===== config.mk =====
export PLATFORM = sky130hd
export DESIGN_NAME = nibble_word_rx
export DESIGN_NICKNAME = d
export VERILOG_FILES = /design/src/rtl/nibble_word_rx_pkg.sv /design/src/rtl/nibble_word_rx_asm.sv /design/src/rtl/nibble_word_rx.sv
export SDC_FILE = /design/constraint.sdc
export NUM_CORES = 1
export LEC_CHECK = 0
export BUFFER_PORTS_ARGS = -buffer_cell sky130_fd_sc_hd__buf_4
export CAP_MARGIN = 20
export CORE_ASPECT_RATIO = 1.75
export CORE_MARGIN = 2
export CORE_UTILIZATION = 40
export DETAILED_ROUTE_END_ITERATION = 10
export GPL_TIMING_DRIVEN = 0
export PLACE_DENSITY = 0.61
export SLEW_MARGIN = 15
export SYNTH_ARGS = -nofsm -noshare
export SYNTH_HDL_FRONTEND = slang
export SYNTH_SLANG_ARGS = --single-unit

===== constraint.sdc =====
create_clock -name clk -period 4.5 [get_ports clk]
set_input_delay 1.125 -clock clk [delete_from_list [all_inputs] [get_ports clk]]
set_output_delay 1.125 -clock clk [all_outputs]
set_load 0.05 [all_outputs]

===== src/rtl/nibble_word_rx_pkg.sv =====
// Shared types and helpers for the nibble_word_rx receive path.
// Holds the two-state FSM encoding and the running-checksum combine
// function used when the checksum nibble is enabled.
package nibble_word_rx_pkg;

  // IDLE: no partial word held. COLLECT: at least one nibble of a frame held.
  typedef enum logic {
    IDLE    = 1'b0,
    COLLECT = 1'b1
  } state_e;

  localparam int NIB_W = 4;

  // Running checksum: XOR of every data nibble seen so far in the frame.
  function automatic logic [NIB_W-1:0] nib_xor(input logic [NIB_W-1:0] prev,
                                               input logic [NIB_W-1:0] c);
    return prev ^ c;
  endfunction

endpackage


===== src/rtl/nibble_word_rx_asm.sv =====
// Purpose: nibble shift register plus index counter for one frame.
// Latency: state updates on the clock edge after acc; asm_word is combinational.
// Backpressure: none here, acc is already qualified by the top's handshake.
// Ports: clk/reset (sync, active-high); acc = nibble accepted this cycle;
//   sync = frame restart; c = nibble; part_word = nibbles held so far;
//   asm_word = part_word with c merged at the current index;
//   last = the next accepted nibble completes the frame.
// CK_NIB=1 appends one checksum slot after the data nibbles; that slot
// is never written into the shift register.
module nibble_shift_asm #(
  parameter int NIBBLES   = 8,
  parameter int MSB_FIRST = 1,
  parameter int CK_NIB    = 0
) (
  input  logic                   clk,
  input  logic                   reset,
  input  logic                   acc,
  input  logic                   sync,
  input  logic [3:0]             c,
  output logic [4*NIBBLES-1:0]   part_word,
  output logic [4*NIBBLES-1:0]   asm_word,
  output logic                   last
);
  import nibble_word_rx_pkg::*;

  localparam int W     = 4 * NIBBLES;
  localparam int FRAME = NIBBLES + CK_NIB;
  localparam int IW    = $clog2(FRAME + 1);
  localparam logic [IW-1:0] LAST_IDX = IW'(FRAME - 1);

  logic [IW-1:0] idx_q, idx_d;
  logic [W-1:0]  sr_q, sr_d;

  // Merge nibble c into base at position pos. MSB-first shifts in at the
  // bottom so the first nibble migrates to the top after NIBBLES shifts.
  function automatic logic [W-1:0] place(input logic [W-1:0]  base,
                                         input logic [IW-1:0] pos,
                                         input logic [3:0]    nib);
    logic [W-1:0] r;
    r = base;
    if (MSB_FIRST != 0) begin
      r = {base[W-5:0], nib};
    end else begin
      for (int i = 0; i < NIBBLES; i++) begin
        if (pos == IW'(i)) r[4*i +: 4] = nib;
      end
    end
    return r;
  endfunction

  always_comb begin
    last      = (idx_q == LAST_IDX);
    asm_word  = place(sr_q, idx_q, c);
    part_word = sr_q;
    idx_d     = idx_q;
    sr_d      = sr_q;
    if (sync) begin
      // A nibble accepted alongside sync starts the new frame.
      idx_d = acc ? IW'(1) : '0;
      sr_d  = acc ? place('0, '0, c) : '0;
    end else if (acc) begin
      if (last) begin
        idx_d = '0;
        sr_d  = '0;
      end else begin
        idx_d = idx_q + 1'b1;
        sr_d  = asm_word;
      end
    end
  end

  always_ff @(posedge clk) begin
    if (reset) begin
      idx_q <= '0;
      sr_q  <= '0;
    end else begin
      idx_q <= idx_d;
      sr_q  <= sr_d;
    end
  end

endmodule


===== src/rtl/nibble_word_rx.sv =====
// Purpose: assemble NIBBLES 4-bit nibbles into one word, valid/ready on both sides.
// Latency: word and word_valid are registered, one cycle after the completing nibble.
// Backpressure: c_ready drops only when the next nibble would complete a word
//   while the held word is valid and not being taken this cycle.
// Ports: clk, reset (sync, active-high); c/c_valid/c_ready nibble input;
//   sync frame restart; word/word_valid/word_ready output; words_done wrapping
//   count of delivered words; err one-cycle checksum-fail pulse.
// Optional: define NIBBLE_WORD_RX_CHECKSUM_EN to expect an XOR checksum nibble
//   after the data nibbles; without it err is tied 0.
// Parameters: NIBBLES 2..16, MSB_FIRST (1: first nibble in top bits), CNT_W.
module nibble_word_rx #(
  parameter int NIBBLES   = 8,
  parameter int MSB_FIRST = 1,
  parameter int CNT_W     = 8
) (
  input  logic                 clk,
  input  logic                 reset,
  input  logic [3:0]           c,
  input  logic                 c_valid,
  output logic                 c_ready,
  input  logic                 sync,
  output logic [4*NIBBLES-1:0] word,
  output logic                 word_valid,
  input  logic                 word_ready,
  output logic [CNT_W-1:0]     words_done,
  output logic                 err
);
  import nibble_word_rx_pkg::*;

  localparam int W = 4 * NIBBLES;
`ifdef NIBBLE_WORD_RX_CHECKSUM_EN
  localparam int CK_NIB = 1;
`else
  localparam int CK_NIB = 0;
`endif

  state_e           state_q, state_d;
  logic [W-1:0]     word_q, word_d;
  logic             word_valid_q, word_valid_d;
  logic [CNT_W-1:0] words_done_q, words_done_d;

  logic             acc, take, complete, load, ck_ok, last;
  logic [W-1:0]     part_word, asm_word, load_val;

  nibble_shift_asm #(
    .NIBBLES  (NIBBLES),
    .MSB_FIRST(MSB_FIRST),
    .CK_NIB   (CK_NIB)
  ) u_asm (
    .clk      (clk),
    .reset    (reset),
    .acc      (acc),
    .sync     (sync),
    .c        (c),
    .part_word(part_word),
    .asm_word (asm_word),
    .last     (last)
  );

  // Stall only the completing nibble, and only if its word would have
  // nowhere to go; a take in the same cycle frees the output register.
  assign c_ready = ~((state_q == COLLECT) & last & word_valid_q & ~word_ready);

  assign acc  = c_valid & c_ready;
  assign take = word_valid_q & word_ready;
  // A nibble arriving with sync is nibble 0 of a new frame, never the last.
  assign complete = acc & last & ~sync;
  assign load     = complete & ck_ok;
  // With a checksum slot the data is already fully held when the final
  // (checksum) nibble arrives; otherwise the final nibble is merged in.
  assign load_val = (CK_NIB != 0) ? part_word : asm_word;

`ifdef NIBBLE_WORD_RX_CHECKSUM_EN
  logic [3:0] ck_q, ck_d;
  logic       err_q, err_d;

  always_comb begin
    ck_d = ck_q;
    if (sync)      ck_d = acc ? c : 4'h0;
    else if (acc)  ck_d = last ? 4'h0 : nib_xor(ck_q, c);
    ck_ok = (ck_q == c);
    err_d = complete & ~ck_ok;
  end

  always_ff @(posedge clk) begin
    if (reset) begin
      ck_q  <= 4'h0;
      err_q <= 1'b0;
    end else begin
      ck_q  <= ck_d;
      err_q <= err_d;
    end
  end

  assign err = err_q;
`else
  assign ck_ok = 1'b1;
  assign err   = 1'b0;
`endif

  always_comb begin
    state_d = state_q;
    case (state_q)
      IDLE:    if (acc) state_d = COLLECT;
      COLLECT: if ((sync & ~acc) | complete) state_d = IDLE;
      default: state_d = IDLE;
    endcase
    word_d       = load ? load_val : word_q;
    word_valid_d = load | (word_valid_q & ~take);
    words_done_d = words_done_q + CNT_W'(load);
  end

  always_ff @(posedge clk) begin
    if (reset) begin
      state_q      <= IDLE;
      word_q       <= '0;
      word_valid_q <= 1'b0;
      words_done_q <= '0;
    end else begin
      state_q      <= state_d;
      word_q       <= word_d;
      word_valid_q <= word_valid_d;
      words_done_q <= words_done_d;
    end
  end

  assign word       = word_q;
  assign word_valid = word_valid_q;
  assign words_done = words_done_q;

endmodule


==> flow_summary.json <==
{
  "outcome": "complete, no violations",
  "worstPathRequired_ps": 3380,
  "core_area_um2": 7570,
  "timing.setup.tns_ps": 0,
  "synth.area.top_cells": "dfxtp_1 48%, nand2b_1 13%, mux2i_1 12%",
  "setup_viol_count_final": 0,
  "period_minus_slack_ps": 2870,
  "finClkSkew_ps": 3.41,
  "finalWeightedCongestion": 0.755,
  "vias_per_cell": 5.11,
  "grt_overflow_total": 0,
  "arrival_ps": 1740,
  "synth-warning-count": 0,
  "netlist.top_cell.by_area": "dfxtp_1",
  "min_period_over_period": 0.637,
  "grt_pass1_vias": 2210,
  "num_rows": 42,
  "die-width_um": 70.6,
  "dp_hpwl_um": 4600,
  "antenna_found_initial": 0,
  "power_leakage_uw": 0.00145,
  "p_comb_frac": 0.043,
  "maxSlewViolCount": 0,
  "timing.final.ws_setup_ps": 1630,
  "synthFlopType": "dfxtp_1",
  "seqPwrFrac": 0.498,
  "critical-path-slowest-cell": "buf_4",
  "io_pins": 52,
  "avgRoutedWirePerCell_um": 14.1,
  "grt_first_pass_wirelength_um": 10200,
  "io_buffers": 49,
  "clock_latency_ps": 330,
  "crit_path_frequent_cell": "buf_4",
  "syn_area_per_cell_um2": 10.9,
  "cts_tree": "yes",
  "ys_seq_area_frac": 0.477,
  "cp-end-kind": "output pin",
  "clk_pin_slew_ps": 50,
  "fillCellCount": 745,
  "hold_ws_ps": 468,
  "n_antenna_cell": 0,
  "grt_usage": 0.153,
  "htree_num_levels": 3,
  "post-place-ws_ps": 1410,
  "mostFrequentLayoutCell": "dfxtp_1",
  "place_area_um2": 3580,
  "dp.cells": 421,
  "routed_wl_um": 6130,
  "synth_fp_nets": 296,
  "clk_path_buf_depth": 2,
  "crit_fanout": 3,
  "start_util": 0.411,
  "die_h_um": 121,
  "path_class": "in2out",
  "finalInstanceArea_um2": 3830,
  "synth_top_area_share": 0.477,
  "cts-buffers-inserted": 9,
  "clockPowerShare": 0.460,
  "finalNetCount": 356,
  "die_area_um2": 8520,
  "peakVddDrop_v": 0.000203,
  "startpoint_type": "input pin",
  "hold_path.class": "reg2reg",
  "grt_max_degree": 11,
  "layout-drive-gt1-share": 0.238,
  "whs_path_depth": 2,
  "rr_worst_depth": 10,
  "post_cts_buffers": 0,
  "cts-resized-gates": 0,
  "layout_common_cells": "74 x dfxtp_1, 65 x nand2b_1, 51 x buf_4",
  "cts.sink_count": 74,
  "synth_edf_count": 0,
  "firstDrtPassIters": 4,
  "cap_violations": 0,
  "synthArstFlopShare": 0,
  "path_cells": "buf_4, nor2b_1, nand3_1, buf_4",
  "switchingPower_uw": 274,
  "ant_nets": 0,
  "postCtsHoldBufs": 0,
  "final_hold_viol_count": 0,
  "switching_share": 0.205,
  "critPathMaxStageDelay_ps": 210,
  "instances_no_fill": 433,
  "syn_area_um2": 3110,
  "clockRootBuffer": "clkbuf_16",
  "routed-via-count": 2211,
  "drc": 0,
  "area_delta_synth_final_pct": 23.4,
  "ys_ff_latch": 74,
  "grt_setup_unrepaired": "no",
  "power.internal_uw": 1060,
  "max_freq_mhz": 349,
  "netlist_instances": 284,
  "powerDensity_nw_per_um2": 348,
  "ys_types": 40,
  "dr.first_iter.drc_count": 84
}
## worst max-delay path, delay by kind of cell
family        cells  cell delay (ps)
buf+inv           2              320
simple gates      2              300
## power by group through the flow
stage | combinational [uW] | clock [uW] | sequential (uW)
after global placement | 57.7 | 0 | 677
after floorplan | 40.4 | 0 | 676
after global routing | 63.5 | 659 | 663
after CTS | 58.3 | 631 | 663
after detailed placement | 58.2 | 0 | 677
final | 57.1 | 613 | 664
## path summary, 6_finish.rpt
| kind | start | end | slack (ps) |
|---|---|---|---|
| max reg2reg | u_asm.idx_q[1] | words_done[6] | 2050 |
| min | word[14] | word[14] | 470 |
| max | word_ready | c_ready | 1630 |
| min reg2reg | word[14] | word[14] | 470 |
## registers in the layout (all words and copies together), names as in the netlist
register / count
word: 32
u_asm.part_word: 28
words_done: 8
u_asm.idx_q: 4
state_q: 1
word_valid: 1
## logic make-up (layout without fill, tap and decap cells)
family / after synthesis / count (layout) / synth area share
AND/OR/NAND/NOR: 106 / 106 / 0.218
flip-flops: 74 / 74 / 0.477
multiplexers: 38 / 38 / 0.122
AO/OA/AOI/OAI: 37 / 37 / 0.107
buffers and inverters: 22 / 83 / 0.0536
adder cells (fa/ha/maj): 3 / 3 / 0.0121
XOR/XNOR: 3 / 3 / 0.00846
other: 1 / 1 / 0.00121
## cell type report
class                   count  area [um2]  area share
plain buffers              22         166      0.0434
clock buffers              11         243      0.0633
clock inverters             1        5.00     0.00131
multi-input cells         188        1460       0.381
flip-flops and latches     74        1480       0.387
well taps                  88         110      0.0287
repair buffers             49         368      0.0960
## per-stage QoR
step | power, uW | util
floorplan | 716 | -
global route | 1390 | 0.506
finish | 1330 | 0.506
detailed placement | 736 | 0.474
global placement | 735 | 0.474
CTS | 1350 | 0.506
## synthesized netlist by cell type (all sizes together) (2+ instances only)
library cell	number
buf	12
nor2b	3
nand3b	7
nand2	11
xor2	2
dfxtp	74
ha	3
nand2b	66
nor3	2
or3	3
mux2i	38
a21oi	3
nand3	3
a32o	24
o21ai	3
nor2	5
clkbuf	10
## routing by layer
metal,global-route usage,wire length [um],vias to the layer above
li1,-,-,1112
met1,0.159,2470,1056
met2,0.280,3280,34
met3,0.0375,232,9
met4,0.0778,137,0
met5,0,0,-
(Power assumes the default switching activity.)
